### src/rtl/tdm_pkg.sv
// ----------------------------------------------------------------------------
// tdm_pkg
// Shared definitions for the 4-channel TDM demultiplexer:
//   NUM_CH / SLOT_W  - channel count and width of the slot index
//   tdm_state_e      - frame alignment state (HUNT, LOCKED)
//   SLOT_I0..SLOT_I3 - slot index constants, slot n carries channel n
// ----------------------------------------------------------------------------
package tdm_pkg;

    localparam int unsigned NUM_CH = 4;
    localparam int unsigned SLOT_W = 2;

    typedef enum logic {
        HUNT,
        LOCKED
    } tdm_state_e;

    localparam logic [SLOT_W-1:0] SLOT_I0 = 2'd0;
    localparam logic [SLOT_W-1:0] SLOT_I1 = 2'd1;
    localparam logic [SLOT_W-1:0] SLOT_I2 = 2'd2;
    localparam logic [SLOT_W-1:0] SLOT_I3 = 2'd3;

endpackage

### src/rtl/tdm_sync_fsm.sv
// ----------------------------------------------------------------------------
// tdm_sync_fsm
// Frame alignment control for the TDM demultiplexer. Owns the HUNT/LOCKED
// state, the slot counter, the missing-marker counter and the sync_err pulse.
// Ports:
//   i_clk, i_rst_n    clock, asynchronous active-low reset
//   i_valid, i_sync   beat qualifier and frame marker of the incoming beat
//   o_wr_en           this beat must be stored (combinational, same cycle)
//   o_wr_slot         slot the beat is stored into (combinational)
//   o_frame_done      this beat completes a frame (combinational)
//   o_slot            next slot to be written (registered)
//   o_locked          frame alignment established (registered)
//   o_sync_err        one-cycle pulse: marker seen at slot 1..3 while locked
// ----------------------------------------------------------------------------
module tdm_sync_fsm
    import tdm_pkg::*;
#(
    parameter int unsigned MISS_LIMIT = 2
) (
    input  logic              i_clk,
    input  logic              i_rst_n,
    input  logic              i_valid,
    input  logic              i_sync,
    output logic              o_wr_en,
    output logic [SLOT_W-1:0] o_wr_slot,
    output logic              o_frame_done,
    output logic [SLOT_W-1:0] o_slot,
    output logic              o_locked,
    output logic              o_sync_err
);

    localparam logic [2:0] MissLimit = 3'(MISS_LIMIT);

    tdm_state_e        r_state;
    logic [SLOT_W-1:0] r_slot;
    logic [2:0]        r_miss;
    logic              r_sync_err;

    logic              w_wr_en;
    logic [SLOT_W-1:0] w_wr_slot;
    logic              w_frame_done;
    logic              w_resync;
    logic              w_drop;
    logic [2:0]        w_miss_inc;

    assign w_miss_inc = r_miss + 3'd1;

    // Decode what the current beat does; the datapath needs this on the same edge.
    always_comb begin
        w_wr_en      = 1'b0;
        w_wr_slot    = r_slot;
        w_frame_done = 1'b0;
        w_resync     = 1'b0;
        w_drop       = 1'b0;
        if (i_valid) begin
            unique case (r_state)
                HUNT: begin
                    if (i_sync) begin
                        w_wr_en   = 1'b1;
                        w_wr_slot = SLOT_I0;
                    end
                end
                LOCKED: begin
                    if (r_slot == SLOT_I0) begin
                        // Flywheel: a missing marker is tolerated until the limit is hit.
                        if (!i_sync && (w_miss_inc == MissLimit)) begin
                            w_drop = 1'b1;
                        end else begin
                            w_wr_en   = 1'b1;
                            w_wr_slot = SLOT_I0;
                        end
                    end else if (i_sync) begin
                        // Misaligned marker wins over completion, even at slot 3.
                        w_resync  = 1'b1;
                        w_wr_en   = 1'b1;
                        w_wr_slot = SLOT_I0;
                    end else begin
                        w_wr_en      = 1'b1;
                        w_wr_slot    = r_slot;
                        w_frame_done = (r_slot == SLOT_I3);
                    end
                end
                default: ;
            endcase
        end
    end

    always_ff @(posedge i_clk or negedge i_rst_n) begin
        if (!i_rst_n) begin
            r_state    <= HUNT;
            r_slot     <= SLOT_I0;
            r_miss     <= 3'd0;
            r_sync_err <= 1'b0;
        end else begin
            r_sync_err <= w_resync;
            if (i_valid) begin
                unique case (r_state)
                    HUNT: begin
                        if (i_sync) begin
                            r_state <= LOCKED;
                            r_slot  <= SLOT_I1;
                            r_miss  <= 3'd0;
                        end
                    end
                    LOCKED: begin
                        if (w_drop) begin
                            r_state <= HUNT;
                            r_slot  <= SLOT_I0;
                            r_miss  <= 3'd0;
                        end else begin
                            r_slot <= w_wr_slot + 2'd1;
                            if (i_sync) begin
                                r_miss <= 3'd0;
                            end else if (r_slot == SLOT_I0) begin
                                r_miss <= w_miss_inc;
                            end
                        end
                    end
                    default: r_state <= HUNT;
                endcase
            end
        end
    end

    assign o_wr_en      = w_wr_en;
    assign o_wr_slot    = w_wr_slot;
    assign o_frame_done = w_frame_done;
    assign o_slot       = r_slot;
    assign o_locked     = (r_state == LOCKED);
    assign o_sync_err   = r_sync_err;

endmodule

### src/rtl/tdm_demux_4ch.sv
// ----------------------------------------------------------------------------
// tdm_demux_4ch
// Receive end of the 4-channel TDM path: locks to the frame marker, steers
// each valid beat into its channel and presents a complete frame at once.
// Ports:
//   i_clk, i_rst_n       clock, asynchronous active-low reset
//   i_din, i_din_valid   TDM sample and its valid qualifier
//   i_frame_sync         marks the beat as slot 0 (ignored when not valid)
//   o_y0..o_y3           channel samples of the last complete frame
//   o_frame_valid        one-cycle pulse after o_y0..o_y3 take a new frame
//   o_slot               next slot to be written
//   o_locked             frame alignment established
//   o_sync_err           one-cycle pulse on a misaligned frame marker
// ----------------------------------------------------------------------------
module tdm_demux_4ch
    import tdm_pkg::*;
#(
    parameter int unsigned DATA_W     = 1,
    parameter int unsigned MISS_LIMIT = 2
) (
    input  logic              i_clk,
    input  logic              i_rst_n,
    input  logic [DATA_W-1:0] i_din,
    input  logic              i_din_valid,
    input  logic              i_frame_sync,
    output logic [DATA_W-1:0] o_y0,
    output logic [DATA_W-1:0] o_y1,
    output logic [DATA_W-1:0] o_y2,
    output logic [DATA_W-1:0] o_y3,
    output logic              o_frame_valid,
    output logic [SLOT_W-1:0] o_slot,
    output logic              o_locked,
    output logic              o_sync_err
);

    logic              w_wr_en;
    logic [SLOT_W-1:0] w_wr_slot;
    logic              w_frame_done;

    // Slot 3 needs no shadow: it goes straight to y3 on the completing edge.
    logic [DATA_W-1:0] r_shadow0;
    logic [DATA_W-1:0] r_shadow1;
    logic [DATA_W-1:0] r_shadow2;
    logic [DATA_W-1:0] r_y0;
    logic [DATA_W-1:0] r_y1;
    logic [DATA_W-1:0] r_y2;
    logic [DATA_W-1:0] r_y3;
    logic              r_frame_valid;

    tdm_sync_fsm #(
        .MISS_LIMIT (MISS_LIMIT)
    ) u_sync_fsm (
        .i_clk        (i_clk),
        .i_rst_n      (i_rst_n),
        .i_valid      (i_din_valid),
        .i_sync       (i_frame_sync),
        .o_wr_en      (w_wr_en),
        .o_wr_slot    (w_wr_slot),
        .o_frame_done (w_frame_done),
        .o_slot       (o_slot),
        .o_locked     (o_locked),
        .o_sync_err   (o_sync_err)
    );

    always_ff @(posedge i_clk or negedge i_rst_n) begin
        if (!i_rst_n) begin
            r_shadow0 <= '0;
            r_shadow1 <= '0;
            r_shadow2 <= '0;
        end else if (w_wr_en) begin
            unique case (w_wr_slot)
                SLOT_I0: r_shadow0 <= i_din;
                SLOT_I1: r_shadow1 <= i_din;
                SLOT_I2: r_shadow2 <= i_din;
                default: ;
            endcase
        end
    end

    always_ff @(posedge i_clk or negedge i_rst_n) begin
        if (!i_rst_n) begin
            r_y0          <= '0;
            r_y1          <= '0;
            r_y2          <= '0;
            r_y3          <= '0;
            r_frame_valid <= 1'b0;
        end else begin
            r_frame_valid <= w_frame_done;
            if (w_frame_done) begin
                r_y0 <= r_shadow0;
                r_y1 <= r_shadow1;
                r_y2 <= r_shadow2;
                r_y3 <= i_din;
            end
        end
    end

    assign o_y0          = r_y0;
    assign o_y1          = r_y1;
    assign o_y2          = r_y2;
    assign o_y3          = r_y3;
    assign o_frame_valid = r_frame_valid;

endmodule
### config.mk
export PLATFORM = sky130hd
export DESIGN_NAME = tdm_demux_4ch
export DESIGN_NICKNAME = d
export VERILOG_FILES = /design/src/rtl/tdm_pkg.sv /design/src/rtl/tdm_sync_fsm.sv /design/src/rtl/tdm_demux_4ch.sv
export SDC_FILE = /design/constraint.sdc
export NUM_CORES = 1
export LEC_CHECK = 0
export BUFFER_PORTS_ARGS = -buffer_cell sky130_fd_sc_hd__buf_2
export CAP_MARGIN = 20
export CORE_ASPECT_RATIO = 1.4
export CORE_UTILIZATION = 45
export DETAILED_ROUTE_END_ITERATION = 16
export PLACE_DENSITY = 0.65
export REMOVE_ABC_BUFFERS = 1
export SKIP_LAST_GASP = 1
export SLEW_MARGIN = 20
export SYNTH_ARGS = -nofsm -noshare
export SYNTH_HDL_FRONTEND = slang
export SYNTH_SLANG_ARGS = --single-unit
### constraint.sdc
create_clock -name i_clk -period 2 [get_ports i_clk]
set_clock_uncertainty 0.2 [all_clocks]
set_input_delay 0.2 -clock i_clk [delete_from_list [all_inputs] [get_ports i_clk]]
set_output_delay 0.2 -clock i_clk [all_outputs]
set_load 0.05 [all_outputs]
---- Word level (Yosys, flattened, before mapping) ----
Cells that the tools add are included.
operators by class
  reductions and logical operators ........ 9
  magnitude comparators ................... 0
  equality and inequality tests ........... 6
  div/mod/pow operators ................... 0
  multiply operators ...................... 0
  bitwise logic cells ..................... 1
  $add $sub $neg .......................... 2
  mux-type cells .......................... 31
  shift-type cells ........................ 0
operator list
  operator                                                          number
  1-bit 2-to-1 mux                                                  16
  2-bit 2-to-1 mux                                                  6
  3-bit 2-to-1 mux                                                  4
  2-bit one-hot mux with 2 select lines                             2
  2-bit AND reduction                                               4
  3-bit one-hot mux with 2 select lines                             1
  2-bit == test (second input constant)                             2
  2-bit zero test                                                   2
  4-bit != test (second input constant)                             1
  1-bit one-hot mux with 2 select lines                             2
  3-bit by 1-bit adder with 3-bit output (second input constant)    1
  3-bit by 2-bit == test with 1-bit output (second input constant)  1
  3-bit AND reduction                                               1
  2-bit by 1-bit adder with 2-bit output (second input constant)    1
  2-bit by 1-bit == test with 1-bit output (second input constant)  1
  2-bit != test (second input constant)                             1
  1-bit logical AND                                                 1
  1-bit zero test                                                   1
  1-bit NOT                                                         1
word-level totals
  bits of input ports ..................... 5
  bits in latches ......................... 0
  memory bits (writable) .................. 0
  memories kept ........................... 0
  memory bits (read-only) ................. 0
  register bits ........................... 15

---- Depth between registers and ports, before layout ----
  depth after elaboration ................. 10
  mapped depth ............................ 8

---- Modules after synthesis ----
Synthesis repeated with hierarchy kept, for this count alone.
second synthesis, totals
  cell total of the unflattened synthesis .. 65
  area, all modules ....................... 760.7 um^2
modules (own cells, without submodules)
  module         area an instance (um^2)  instances  cells an instance  seq. area each (um^2)
  tdm_sync_fsm   454.2                    1          47                 175.2
  tdm_demux_4ch  306.5                    1          18                 200.2

---- Least setup slack after synthesis ----
Ideal clock, no wire load.
  kind .................................... register to register
  start point ............................. reg u_sync_fsm.r_state (netlist: u_sync_fsm.o_locked)
  end point ............................... reg r_y0 (netlist: o_y0)
  library setup time ...................... 0.125 ns
  slack ................................... 0.133 ns
  stages on the path, launching flop included .. 6
  data arrival time ....................... 1.542 ns
  period minus slack after synthesis ...... 1.867 ns
  cell sequence ........................... dfrtp_1 -> buf_6 -> and3b_1 -> and3_1 -> buf_6 -> mux2_4
between the ends
  longest elaborated chain between the ends .. 2
ends and longest elaborated chain
  item                         RTL line             text
  start: declaration           tdm_sync_fsm.sv:34   tdm_state_e r_state;
  start signal: assignment     tdm_sync_fsm.sv:90   r_state <= HUNT;
  start signal: assignment     tdm_sync_fsm.sv:100  r_state <= LOCKED;
  start signal: assignment     tdm_sync_fsm.sv:107  r_state <= HUNT;
  1-bit 2-to-1 mux             tdm_sync_fsm.sv:56   unique case (r_state)
  1-bit 2-to-1 mux             tdm_sync_fsm.sv:55   if (i_valid) begin
  net u_sync_fsm.o_frame_done  tdm_sync_fsm.sv:26   output logic o_frame_done,
  end signal: assignment       tdm_demux_4ch.sv:90  r_y0 <= r_shadow0;
  end: declaration             tdm_demux_4ch.sv:44  logic [DATA_W-1:0] r_y0;
The timed path passes the listed nets, and every way through them passes these cells.
A chain may end at the register's enable or synchronous reset.

---- Final worst setup path ----
  start point ............................. reg u_sync_fsm.r_miss[0]
  end point ............................... reg u_sync_fsm.r_miss[1]
between the ends
  longest elaborated chain between the ends .. 9
  elaborated cells on any way between the ends .. 13
ends and longest elaborated chain
  item                                                                                           RTL line             text
  start: declaration                                                                             tdm_sync_fsm.sv:36   logic [2:0] r_miss;
  start signal: assignment                                                                       tdm_sync_fsm.sv:115  r_miss <= w_miss_inc;
  3-bit by 1-bit adder with 3-bit output (*)                                                     tdm_sync_fsm.sv:46   assign w_miss_inc = r_miss + 3'd1;
  3-bit by 2-bit == test with 1-bit output                                                       tdm_sync_fsm.sv:66   if (!i_sync && (w_miss_inc == MissLimit)) begin
  1-bit logical AND                                                                              tdm_sync_fsm.sv:66
  1-bit 2-to-1 mux                                                                               tdm_sync_fsm.sv:66
  1-bit 2-to-1 mux                                                                               tdm_sync_fsm.sv:64   if (r_slot == SLOT_I0) begin
  1-bit 2-to-1 mux                                                                               tdm_sync_fsm.sv:56
  1-bit 2-to-1 mux                                                                               tdm_sync_fsm.sv:55
  4-bit != test (no line) / 3-bit 2-to-1 mux (equally long branches)                             --
  3-bit AND reduction (no line) / 3-bit one-hot mux with 2 select lines (equally long branches)  --
Every way passes the cells marked *; elsewhere a longest branch is shown, timed or not. The select of a mux whose other input is x is not followed.

==> flow_summary.rst <==
.. list-table::
   :header-rows: 1

   * - Metric
     - Value
   * - Inserted Clock Buffers
     - 3
   * - Netlist cell types
     - 32
   * - DRC Markers
     - 0
   * - Post-detailed-route wirelength per cell
     - 14.15 µm
   * - Global-route wire length before repair
     - 2.642 mm
   * - Postcts setup bufs
     - 0
   * - Yosys Warn Count
     - 0
   * - Number of buffers added to fix hold violations after cts
     - 2
   * - Static Leak
     - 0.0004680 µW
   * - Required time worst endpoint
     - 1.99 ns
   * - Flip-flop count of the largest register, all copies and words added
     - 3
   * - Classification of the worst setup path
     - flop to flop
   * - Register name with the most flops
     - u_sync_fsm.r_miss
   * - Post-Syn Instances
     - 86
   * - HPWL Detailed
     - 1.195 mm
   * - Number of cells on the worst hold path
     - 3
   * - R2R cell count
     - 4
   * - Pwr/cell area
     - 1404 nW/µm²
   * - MaxCap Viol Count
     - 0
   * - GRT Total Usage
     - 18.11%
   * - Violation count after the first detailed-route iteration
     - 19
   * - Root Buffer Master
     - clkbuf_4
   * - Mean number of vias per cell
     - 5.708
   * - Deepest level of the CTS H-tree
     - 1
   * - Internal power contribution
     - 732.6 µW
   * - Standard-cell row count
     - 18
   * - Hold WC Path Type
     - primary input to flop
   * - Slew HR
     - 70.49%
   * - Length of the first detailed-routing pass in iterations
     - 4
   * - Cells resized by post-CTS repair
     - 0
   * - Highest net fanout along the worst path
     - 9
   * - Routed via count
     - 685
   * - Worst vdd ir
     - 0.7239 mV
   * - Via count of the first global-routing pass
     - 587
   * - Power Total
     - 1389 µW
   * - Total I/O pin count
     - 14
   * - Critical path data arrival time
     - 1.78 ns
   * - Relative contribution of the clock network to total power
     - 13.3%
   * - Run status
     - finished, final reports clean
   * - Starting utilization of the core area
     - 49.10%
   * - Full die area
     - 2150 µm²
   * - Count of buffers from port buffering
     - 13
   * - Overflow left after global routing
     - 0
   * - Number of failing hold endpoints at the final stage
     - 0
   * - Ratio of final minimum period to clock period
     - 89.42%
   * - Proportion of power drawn by flip-flops and latches
     - 36.0%
   * - Antenna diode instance count
     - 0
   * - TNS Setup
     - 0 ns
   * - CTS tree
     - done
   * - EDFF count, synth
     - 0
   * - Maximum root-to-sink buffer count
     - 2
   * - Crit start category
     - flop
   * - Clock transition at the registers of the reported paths
     - 0.09 ns
   * - Fraction of power consumed by combinational cells
     - 50.7%
   * - Final critical-path setup slack
     - 0.2116 ns
   * - Area of the core
     - 1802 µm²
   * - Final setup violating endpoints
     - 0
   * - Critical path cell sequence
     - ha_1, xnor2_2, nand3_1, a32o_1
   * - Skew-Pair Late Insertion Delay
     - 0.29 ns
   * - Average instance area after synthesis
     - 10.29 µm²
   * - Post-placement setup slack
     - 0.2365 ns
   * - Top_reg_cell synth
     - dfrtp_1
   * - Final min period
     - 1.788 ns
   * - Worst Tran Pin Value
     - 0.4410 ns
   * - Share of async-settable or async-resettable flops after synthesis
     - 100.0%
   * - Final weighted congestion in routability-driven placement
     - 0.7655
   * - Category of the worst setup path capture point
     - flop
   * - Highest cell delay on the worst timing path
     - 0.43 ns
   * - Mapped Area
     - 884.6 µm²
   * - Highest achievable clock rate
     - 559.2 MHz
   * - Share of final-layout standard cells stronger than drive strength 1
     - 25.00%
   * - Nets
     - 111
   * - Setup repair after global routing missed its margin
     - false
   * - Pin count of the biggest net entering global routing
     - 16
   * - Antenna violations before repair
     - 0
   * - Number of synthesized register bits
     - 15
   * - Sequential share of the synthesized area
     - 42.43%
   * - Die extent in y
     - 54.46 µm
   * - Die boundary width
     - 39.47 µm
   * - Slowest cell on crit path
     - dfrtp_1
   * - Count of pins over their slew limit
     - 0
   * - Switching power of the nets
     - 656.5 µW
   * - Area overhead of the layout relative to synthesis
     - 11.88%
   * - Number of sinks handled by clock tree synthesis
     - 15
   * - DRT antenna net count
     - 0
   * - Routed wire length
     - 1.698 mm
   * - Fraction of power spent switching nets
     - 47.26%
[final cells by class]
| cell class | instances | area (µm²) |
|---|---|---|
| Fill cell | 181 | 812.0 |
| Multi-Input combinational cell | 59 | 444.2 |
| Clock buffer | 4 | 26.28 |
| Inverter | 5 | 18.77 |
| Tap cell | 20 | 25.02 |
| Sequential cell | 15 | 375.4 |
| Timing Repair Buffer | 17 | 100.1 |
[cells in the mapped netlist, drive strengths merged (3+ instances only)]
master | instances | area, µm²
dfrtp | 15 | 375.4
clkbuf | 3 | 11.26
ha | 5 | 62.56
buf | 4 | 35.03
o2bb2ai | 3 | 26.28
a31oi | 4 | 25.02
nor3b | 3 | 27.52
nand2 | 7 | 26.28
nor2 | 3 | 11.26
mux2 | 4 | 60.06
inv | 5 | 18.77
nand3 | 9 | 45.04
[path summary, 6_finish.rpt]
path                       slack, ns                   end                 start
min in group asynchronous       0.13                  o_y2               i_rst_n
setup / recovery                0.21  u_sync_fsm.r_miss[1]  u_sync_fsm.r_miss[0]
hold / removal                  0.06  u_sync_fsm.o_slot[0]           i_din_valid
setup reg to reg                0.21  u_sync_fsm.r_miss[1]  u_sync_fsm.r_miss[0]
hold reg to reg                 0.31                  o_y1                  o_y1
max in group asynchronous       1.22   u_sync_fsm.o_locked               i_rst_n
[metrics by stage]
step / cells / hold WS (ns) / utilization (%) / instance area [µm²]
6_report: 120 / 0.05925 / 54.93 / 989.7
5_1_grt: 120 / 0.08545 / 54.93 / 989.7
4_1_cts: 120 / 0.05596 / 54.93 / 989.7
3_5_place_dp: 114 / -0.06997 / 52.36 / 943.4
3_3_place_gp: 114 / -0.06978 / 52.36 / 943.4
2_1_floorplan: 79 / -0.2956 / - / 838.3
[routing by layer]
layer / up-vias / global-route usage, % / part of all wire [%] / wire (µm)
li1: 341 / - / - / -
met2: 16 / 28.14 / 48 / 811
met3: 4 / 3.659 / 2.8 / 47
met4: 0 / 10.34 / 2.0 / 34
met1: 324 / 22.76 / 47 / 804
met5: - / 0 / 0 / 0
[kinds of logic (layout without fill, tap and decap cells)]
group	count (synthesis)	after routing	synth area share, %
AO/OA/AOI/OAI	19	19	16.41
flip-flops	15	15	42.43
XOR/XNOR	1	1	1.839
AND/OR/NAND/NOR	30	30	18.11
multiplexers	4	4	6.790
adder cells (fa/ha/maj)	5	5	7.072
buffers and inverters	12	26	7.355
[critical path: cells and delay by family (launching register included)]
kind / cells / cell delay (ns)
xor gates and xnor gates: 1 / 0.39
AOI/OAI and AO/OA: 1 / 0.26
DFF: 1 / 0.43
and+or+nand+nor: 1 / 0.12
adders and majority gates: 1 / 0.27
[layout by cell type, fill, tap and decap left out, types with 2 or more instances in the layout]
cell type	instances
dfrtp_1	15
buf_2	13
nand3_1	9
nand2_1	7
inv_1	5
ha_1	5
mux2_4	4
a31oi_1	4
nor2_1	3
o2bb2ai_1	3
clkbuf_4	3
nor3b_1	2
nand4_1	2
o211ai_1	2
o21ai_0	2
nor3_1	2
dlygate4sd3_1	2
buf_4	2
[power groups by stage]
stage	registers, µW	clock network, µW	logic (µW)
3_3_place_gp	503	0	700
3_5_place_dp	507	0	703
6_report	500	184	705
2_1_floorplan	722	0	320
4_1_cts	502	186	708
5_1_grt	519	197	752
No activity file was read; power rests on OpenSTA's default activity.
